File: src/rtl/shift_cmd_issuer_if.sv
// shift_cmd_issuer_if: command input, shifter drive/result and result output signals of shift_cmd_issuer.
interface shift_cmd_issuer_if #(
    parameter int DATA_W  = 16,
    parameter int SHIFT_W = 4
);
    logic               in_valid;
    logic               in_ready;
    logic [DATA_W-1:0]  in_data;
    logic [SHIFT_W-1:0] in_shift;
    logic               in_dir;
    logic [DATA_W-1:0]  sh_data;
    logic [SHIFT_W-1:0] sh_shift;
    logic               sh_dir;
    logic [DATA_W-1:0]  sh_result;
    logic               out_valid;
    logic               out_ready;
    logic [DATA_W-1:0]  out_data;
    logic [SHIFT_W-1:0] out_shift;
    logic               out_dir;

    modport master (
        output in_valid, in_data, in_shift, in_dir, sh_result, out_ready,
        input  in_ready, sh_data, sh_shift, sh_dir, out_valid, out_data, out_shift, out_dir
    );

    modport slave (
        input  in_valid, in_data, in_shift, in_dir, sh_result, out_ready,
        output in_ready, sh_data, sh_shift, sh_dir, out_valid, out_data, out_shift, out_dir
    );
endinterface

File: src/rtl/shift_cmd_issuer.sv
// shift_cmd_issuer: FIFO-buffered command issuer with registered stages around a combinational shifter.
// Optional ZERO_BYPASS_EN: zero-amount commands skip the shifter and land in out_* one cycle earlier.
module shift_cmd_issuer #(
    parameter int DATA_W  = 16,
    parameter int SHIFT_W = 4,
    parameter int DEPTH   = 4
) (
    input logic               clk,
    input logic               rst,
    shift_cmd_issuer_if.slave bus
);
    localparam int AW = (DEPTH > 1) ? $clog2(DEPTH) : 1;
    localparam logic [AW:0] FULL = (AW + 1)'(DEPTH);

    typedef enum logic [1:0] {IDLE, DRIVE, RESULT} state_t;

    state_t             state_q, state_d;
    logic [DATA_W-1:0]  fifo_data_q  [DEPTH];
    logic [SHIFT_W-1:0] fifo_shift_q [DEPTH];
    logic               fifo_dir_q   [DEPTH];
    logic [AW-1:0]      wr_ptr_q, rd_ptr_q;
    logic [AW:0]        count_q;
    logic [DATA_W-1:0]  sh_data_q, sh_data_d, out_data_q, out_data_d;
    logic [SHIFT_W-1:0] sh_shift_q, sh_shift_d, out_shift_q, out_shift_d;
    logic               sh_dir_q, sh_dir_d, out_dir_q, out_dir_d;
    logic               out_valid_q, out_valid_d;
    logic               push, pop, has_cmd;
    logic [DATA_W-1:0]  head_data;
    logic [SHIFT_W-1:0] head_shift;
    logic               head_dir;

    assign bus.in_ready  = ~rst & (count_q != FULL);
    assign push          = bus.in_valid & bus.in_ready;
    assign has_cmd       = count_q != '0;
    assign head_data     = fifo_data_q[rd_ptr_q];
    assign head_shift    = fifo_shift_q[rd_ptr_q];
    assign head_dir      = fifo_dir_q[rd_ptr_q];
    assign bus.sh_data   = sh_data_q;
    assign bus.sh_shift  = sh_shift_q;
    assign bus.sh_dir    = sh_dir_q;
    assign bus.out_valid = out_valid_q;
    assign bus.out_data  = out_data_q;
    assign bus.out_shift = out_shift_q;
    assign bus.out_dir   = out_dir_q;

    always_ff @(posedge clk) begin
        if (push) begin
            fifo_data_q[wr_ptr_q]  <= bus.in_data;
            fifo_shift_q[wr_ptr_q] <= bus.in_shift;
            fifo_dir_q[wr_ptr_q]   <= bus.in_dir;
        end
    end

    // The head entry stays in the FIFO until its result is captured, so capacity is DEPTH plus the output register.
    always_comb begin
        state_d     = state_q;
        sh_data_d   = sh_data_q;
        sh_shift_d  = sh_shift_q;
        sh_dir_d    = sh_dir_q;
        out_data_d  = out_data_q;
        out_shift_d = out_shift_q;
        out_dir_d   = out_dir_q;
        out_valid_d = out_valid_q;
        pop         = 1'b0;
        if (state_q == DRIVE) begin
            out_data_d  = bus.sh_result;
            out_shift_d = sh_shift_q;
            out_dir_d   = sh_dir_q;
            out_valid_d = 1'b1;
            pop         = 1'b1;
            state_d     = RESULT;
        end else if (state_q == IDLE || bus.out_ready) begin
            out_valid_d = 1'b0;
            if (!has_cmd) begin
                state_d = IDLE;
            end
`ifdef ZERO_BYPASS_EN
            else if (head_shift == '0) begin
                out_data_d  = head_data;
                out_shift_d = '0;
                out_dir_d   = head_dir;
                out_valid_d = 1'b1;
                pop         = 1'b1;
                state_d     = RESULT;
            end
`endif
            else begin
                sh_data_d  = head_data;
                sh_shift_d = head_shift;
                sh_dir_d   = head_dir;
                state_d    = DRIVE;
            end
        end
    end

    always_ff @(posedge clk) begin
        if (rst) begin
            state_q     <= IDLE;
            wr_ptr_q    <= '0;
            rd_ptr_q    <= '0;
            count_q     <= '0;
            sh_data_q   <= '0;
            sh_shift_q  <= '0;
            sh_dir_q    <= 1'b0;
            out_data_q  <= '0;
            out_shift_q <= '0;
            out_dir_q   <= 1'b0;
            out_valid_q <= 1'b0;
        end else begin
            state_q     <= state_d;
            wr_ptr_q    <= push ? wr_ptr_q + 1'b1 : wr_ptr_q;
            rd_ptr_q    <= pop ? rd_ptr_q + 1'b1 : rd_ptr_q;
            count_q     <= count_q + {{AW{1'b0}}, push} - {{AW{1'b0}}, pop};
            sh_data_q   <= sh_data_d;
            sh_shift_q  <= sh_shift_d;
            sh_dir_q    <= sh_dir_d;
            out_data_q  <= out_data_d;
            out_shift_q <= out_shift_d;
            out_dir_q   <= out_dir_d;
            out_valid_q <= out_valid_d;
        end
    end
endmodule

File: src/flat_wrapper.sv
// flat-port wrapper written by rule: the top's interface ports become plain ports
module shift_cmd_issuer_flat 
#(
    parameter int DATA_W  = 16,
    parameter int SHIFT_W = 4,
    parameter int DEPTH   = 4
)
  (clk, rst, bus_in_valid, bus_in_data, bus_in_shift, bus_in_dir, bus_sh_result, bus_out_ready, bus_in_ready, bus_sh_data, bus_sh_shift, bus_sh_dir, bus_out_valid, bus_out_data, bus_out_shift, bus_out_dir);
  shift_cmd_issuer_if #(.DATA_W(DATA_W), .SHIFT_W(SHIFT_W)) bus_i ();
  input logic clk;
  input logic rst;
  input wire logic [$bits(bus_i.in_valid)-1:0] bus_in_valid;
  input wire logic [$bits(bus_i.in_data)-1:0] bus_in_data;
  input wire logic [$bits(bus_i.in_shift)-1:0] bus_in_shift;
  input wire logic [$bits(bus_i.in_dir)-1:0] bus_in_dir;
  input wire logic [$bits(bus_i.sh_result)-1:0] bus_sh_result;
  input wire logic [$bits(bus_i.out_ready)-1:0] bus_out_ready;
  output wire logic [$bits(bus_i.in_ready)-1:0] bus_in_ready;
  output wire logic [$bits(bus_i.sh_data)-1:0] bus_sh_data;
  output wire logic [$bits(bus_i.sh_shift)-1:0] bus_sh_shift;
  output wire logic [$bits(bus_i.sh_dir)-1:0] bus_sh_dir;
  output wire logic [$bits(bus_i.out_valid)-1:0] bus_out_valid;
  output wire logic [$bits(bus_i.out_data)-1:0] bus_out_data;
  output wire logic [$bits(bus_i.out_shift)-1:0] bus_out_shift;
  output wire logic [$bits(bus_i.out_dir)-1:0] bus_out_dir;
  assign bus_i.in_valid = bus_in_valid;
  assign bus_i.in_data = bus_in_data;
  assign bus_i.in_shift = bus_in_shift;
  assign bus_i.in_dir = bus_in_dir;
  assign bus_i.sh_result = bus_sh_result;
  assign bus_i.out_ready = bus_out_ready;
  assign bus_in_ready = bus_i.in_ready;
  assign bus_sh_data = bus_i.sh_data;
  assign bus_sh_shift = bus_i.sh_shift;
  assign bus_sh_dir = bus_i.sh_dir;
  assign bus_out_valid = bus_i.out_valid;
  assign bus_out_data = bus_i.out_data;
  assign bus_out_shift = bus_i.out_shift;
  assign bus_out_dir = bus_i.out_dir;
  shift_cmd_issuer #(.DATA_W(DATA_W), .SHIFT_W(SHIFT_W), .DEPTH(DEPTH)) u_core (.clk(clk), .rst(rst), .bus(bus_i));
endmodule
File: config.mk
export PLATFORM = sky130hd
export DESIGN_NAME = shift_cmd_issuer_flat
export DESIGN_NICKNAME = d
export VERILOG_FILES = /design/src/rtl/shift_cmd_issuer_if.sv /design/src/rtl/shift_cmd_issuer.sv /design/src/flat_wrapper.sv
export SDC_FILE = /design/constraint.sdc
export NUM_CORES = 1
export LEC_CHECK = 0
export ABC_AREA = 1
export BUFFER_PORTS_ARGS = -buffer_cell sky130_fd_sc_hd__buf_2
export CELL_PAD_IN_SITES_DETAIL_PLACEMENT = 0
export CELL_PAD_IN_SITES_GLOBAL_PLACEMENT = 2
export CORE_ASPECT_RATIO = 1.75
export CORE_UTILIZATION = 37
export DETAILED_ROUTE_END_ITERATION = 8
export HOLD_SLACK_MARGIN = 0.06
export PLACE_DENSITY_LB_ADDON = 0.12
export SLEW_MARGIN = 5
export SYNTH_ARGS = -nofsm -noshare
export SYNTH_HDL_FRONTEND = slang
export SYNTH_SLANG_ARGS = --single-unit
File: constraint.sdc
create_clock -name clk -period 3.1 [get_ports clk]
set_clock_uncertainty 0.15 [all_clocks]
set_input_delay 0 -clock clk [delete_from_list [all_inputs] [get_ports clk]]
set_output_delay 0 -clock clk [all_outputs]
set_load 0.01 [all_outputs]
**After elaboration in Yosys (flattened, before gate mapping)**

Memory sizes are Yosys's and may differ from the RTL's. A register that Yosys moved wholly into a read port is not among the register bits.
Index checks and enable logic that the tools add are counted.

- Flip-flop bits (word level): 31
- Bits in writable memories: 84
- Input bits: 41
- Output and inout bits: 44
- Logic and storage cells: 36
- Memories kept: 3

Memory list:

| memory | depth | width | rd ports | clocked after memory_dff | wr ports | line | RTL |
|---|---|---|---|---|---|---|---|
| u_core.fifo_data_q | 4 | 16 | 1 | 1 | 1 | shift_cmd_issuer.sv:18 | `logic [DATA_W-1:0] fifo_data_q [DEPTH];` |
| u_core.fifo_shift_q | 4 | 4 | 1 | 1 | 1 | shift_cmd_issuer.sv:19 | `logic [SHIFT_W-1:0] fifo_shift_q [DEPTH];` |
| u_core.fifo_dir_q | 4 | 1 | 1 | 1 | 1 | shift_cmd_issuer.sv:20 | `logic fifo_dir_q [DEPTH];` |

- $add $sub $neg: 4
- Eq/ne operators: 2
- Multiplexer cells: 8
- Bitwise operators: 4
- Reductions and logical operators: 6

Operators by type and width:

| kind | number |
|---|---|
| 2-to-1 mux 1 bit | 6 |
| adder 2 x 1 -> 2 bit, second input constant | 2 |
| 2-to-1 mux 2 bit | 2 |
| adder 3 x 1 -> 3 bit | 1 |
| != test 3 bit, second input constant | 1 |
| AND reduction 3 bit | 1 |
| nonzero test 3 bit | 1 |
| subtractor 3 x 1 -> 3 bit | 1 |
| bitwise AND 1 bit | 2 |
| equality test 2 x 1 -> 1 bit, second input constant | 1 |
| logical NOT 2 bit | 1 |
| NOT 1 bit | 2 |
| nonzero test 2 bit | 1 |
| OR reduction 2 bit | 1 |
| logical OR 1 bit | 1 |

**Logic depth before layout (Yosys ltp)**

- Depth in word-level cells: 5
- Mapped depth: 10
- Depth with buffers taken out: 9

**Worst setup path after synthesis**

No wires, ideal clock.

- Kind: register to register
- Start point: reg u_core.count_q[1]
- End point: mem u_core.fifo_data_q[0][0] (enable)
- Setup time: 399 ps
- Arrival: 1566 ps
- Data required time: 2551 ps
- Slack: 985 ps
- Cell stages (with the launch flop): 5
- Clock period less this slack: 2115 ps
- Cell sequence: dfxtp_1 > nor2_1 > nand2_1 > nand3_1 > nor2_1

- Cells in the longest elaborated chain, start to end: 5

Ends and longest elaborated chain:

| what | line | RTL |
|---|---|---|
| start, declared | shift_cmd_issuer.sv:22 | `logic [AW:0] count_q;` |
| start signal, assigned | shift_cmd_issuer.sv:113 | `count_q <= count_q + {{AW{1'b0}}, push} - {{AW{1'b0}}, pop};` |
| != test 3 bit | shift_cmd_issuer.sv:32 | `assign bus.in_ready = ~rst & (count_q != FULL);` |
| bitwise AND 1 bit | shift_cmd_issuer.sv:32 |  |
| bitwise AND 1 bit | shift_cmd_issuer.sv:33 | `assign push = bus.in_valid & bus.in_ready;` |
| 2-to-1 mux 1 bit | shift_cmd_issuer.sv:47 | `if (push) begin` |
| 2-to-1 mux 1 bit (implied by the code) | shift_cmd_issuer.sv:48 | `fifo_data_q[wr_ptr_q] <= bus.in_data;` |
| end, declared | shift_cmd_issuer.sv:18 |  |

Every way passes these cells.

**Worst setup path after layout**

- Start point: reg u_core.state_q[1]
- End point: reg u_core.state_q[0]

- Cells in the longest elaborated chain, start to end: 2
- Elaborated cells on any way between the ends: 4
- Those cells by class: 1 x eq/ne; 3 x reduce/logical

Ends and longest elaborated chain:

| what | line | RTL |
|---|---|---|
| start, declared | shift_cmd_issuer.sv:17 | `state_t state_q, state_d;` |
| start signal, assigned | shift_cmd_issuer.sv:110 | `state_q <= state_d;` |
| equality test 2 x 1 -> 1 bit or logical NOT 2 bit (tied branches) | shift_cmd_issuer.sv:65, shift_cmd_issuer.sv:72 |  |
| OR reduction 2 bit (no line) or logical OR 1 bit (tied branches) | - |  |

Parallel ways exist; a longest one is shown, timed or not.
A chain may end at the register's enable or synchronous reset.

==> results.md <==
- RSZ-0062 raised after global routing: no
- Critical Path, Cell by Cell: inv_2 -> nand2_2 -> nand3_4 -> a21oi_1 -> dlygate4sd3_1
- Worst setup EP type: register
- Final HPWL DP: 6.99 mm
- Core area: roughly 0.015 mm2
- Synthesized area per cell: about 9.0 um2
- Worst Path Required: about 3.3 ns
- Post-route DRC: 0
- Final ANT Viol Nets: 0
- RePlAce Congestion: 0.749
- Starting density of the core: 0.377
- Area grow syn2layout: 27.4%
- Final wirelength: about 12 mm
- Final non-filler cell total: 942
- Die H: between 150 and 200 um
- Reg area: between 0.003 and 0.004 mm2
- Multi-input logic area: 0.00145 mm2
- Reg2reg setup slack: around 0.88 ns
- Slew Viols, Final: 0
- # setup viols final: 0
- Post-DR vias/cell: about 4.3
- Syn_nets: 667
- Via count: 4074
- WP data arrival: 2.42 ns
- Pre-antenna DRT Iters: 4
- Post-Route Setup TNS: 0 ns
- Largest net degree at the start of global routing: 47
- Max VDD drop: between 0.4 and 0.5 mV
- N_diodes: 0
- TritonCTS clock tree: built
- Worst slew margin: 0.470
- Max Root-Sink Buffers: 2
- Clock Pin Slew Worst Setup and Hold Paths: roughly 0.060 ns
- Clock buffer count from CTS: 17
- Status: finished, final reports clean
- Sequential area share after synthesis: 0.633
- Final #Nets: approximately 790
- First-pass GRT wire length: around 18 mm
- DR iter-0 viols: 130
- Setup WS pre-CTS: between 1 and 1.5 ns
- PnR worst setup slack: a little under 0.9 ns
- CP Max Fanout: 43
- Die area: 0.0157 mm2
- Clk_lat worst skew: ~0.4 ns
- Pwr dens: 809 mW/mm2
- Yosys warning total: 0
- Synth Instances: 619
- Fillers: between 1000 and 1500
- Total power: between 5000 and 6000 uW
- Gr ovfl total: 0
- Slowest stage cell, crit path: dlygate4sd3_1
- Worst-Margin Slew: a little under 0.8 ns
- Met3 usage: 0.0428
- Antenna violations before repair: 0
- Period utilisation layout: 0.717
- PortBufs: 84
- Slowest stage delay, CP: between 0.5 and 0.6 ns
- Min-delay worst type: in2reg
- Netlist cell types: 21
- Post-CTS Resized: 0
- Max-cap violation count: 0
- Routed WL per cell: between 10 and 15 um
- Grt met1 use: 0.174
- Type of the worst setup path: reg2reg
- Static Leak: roughly 0.0034 uW
- Global routing's busiest layer: met2
- Num rows: 59
- Root Driver: clkbuf_16
- #FFs+latches synth: around 140
- Clk sinks: approximately 140
- I/O pin count: 85
- GR Util met2: 0.299
- Layout cells sized above 1: 0.177
- Overall routing resource usage: 0.162
- Vias in the first global route: ~3800
- Startpoint Class: register
- Htree depth: 4
- Tmin final: 2.22 ns
- Placed instance count: about 870
- FMAX: around 450 MHz
- Fin. Hold Viols: 0
- Cell area after synthesis: around 0.0056 mm2
- Die X: between 90 and 100 um
[cells in the mapped netlist (all sizes together)]
| cell type | instances | share of area |
|---|---|---|
| a21oi | 11 | 0.0098 |
| inv | 126 | 0.084 |
| fa | 1 | 0.0036 |
| buf | 24 | 0.025 |
| nand2 | 158 | 0.11 |
| clkbuf | 2 | 0.0016 |
| ha | 6 | 0.013 |
| edfxtp | 84 | 0.45 |
| o21ai | 23 | 0.021 |
| nand4 | 1 | 0.0011 |
| nor2 | 86 | 0.058 |
| nand3 | 46 | 0.043 |
| dfxtp | 51 | 0.18 |
[flip-flops by register name, indices dropped and copies added, names as in the netlist]
| register | count |
|---|---|
| u_core.bus.sh_dir | 1 |
| u_core.bus.sh_data | 16 |
| u_core.fifo_shift_q | 16 |
| u_core.count_q | 3 |
| u_core.rd_ptr_q | 2 |
| u_core.fifo_data_q | 64 |
| u_core.bus.sh_shift | 4 |
| u_core.bus.out_dir | 1 |
| u_core.fifo_dir_q | 4 |
| u_core.bus.out_data | 16 |
| u_core.bus.out_shift | 4 |
| u_core.state_q | 2 |
| u_core.wr_ptr_q | 2 |
[path summary, 6_finish.rpt]
kind / start / end / cells after the start
worst max-delay path: u_core.state_q[1] / u_core.state_q[0] / 5
worst min-delay path: bus_in_data[11] / u_core.fifo_data_q[1][11] / 2
worst max register to register: u_core.state_q[1] / u_core.state_q[0] / 5
worst min register to register: u_core.bus.sh_shift[3] / u_core.bus.out_shift[3] / 2
[cell families (layout without fill, tap and decap cells)]
logic type,count (synthesis),after routing,synth area share
AOI/OAI and AO/OA,34,34,0.0304
DFF,135,135,0.633
buffers and inverters,152,292,0.111
adders and majority gates,7,7,0.0170
and+or+nand+nor,291,291,0.209
[final cells by class]
class / instances / share of cell area
timing repair buffer: 134 / 0.126
tap: 183 / 0.0321
inverter: 126 / 0.0663
clock buffer: 17 / 0.0596
clock inverter: 15 / 0.0167
multi-input combinational: 332 / 0.203
sequential: 135 / 0.497
[stage by stage]
step	instance area, um2	hold WS [ns]	utilization
after global placement	6180	0.0571	0.416
after CTS	7130	0.164	0.481
after detailed placement	6180	0.0646	0.416
final	7130	0.188	0.481
after floorplan	5600	-0.0511	-
after global routing	7130	0.175	0.481
[timing repair]
action / 4_1_cts / 5_1_grt
hold endpoints to repair: 107 / 0
setup endpoints to repair: 0 / 0
hold buffers: 41 / 0
setup buffers: 0 / 0
[where the power goes]
part / internal, uW / leakage (uW) / switching, uW
clock: 1040 / 0.000253 / 796
combinational: 570 / 0.00195 / 1030
sequential: 2200 / 0.00118 / 131
[critical path: cells and delay by family (launching register included)]
kind	cells	cell delay, ns
DFF	1	0.40
and+or+nand+nor	2	0.74
buffers and inverters	2	0.60
AOI/OAI and AO/OA	1	0.28
[metal layers]
layer / up-vias / wire (um)
met3: 10 / 451
met5: - / 0
met4: 0 / 145
li1: 2156 / -
met2: 89 / 6060
met1: 1819 / 5040
[placed cells by master, fill, tap and decap left out, drive strengths merged, types with 2 or more instances in the layout]
master	Yosys	routed
nand2	158	158
inv	126	134
buf	24	93
nor2	86	86
edfxtp	84	84
dfxtp	51	51
nand3	46	46
dlygate4sd3	0	41
o21ai	23	23
clkbuf	2	17
a21oi	11	11
ha	6	6
clkinvlp	0	5
clkinv	0	2
Note: power is estimated with default switching activity, not from simulation.
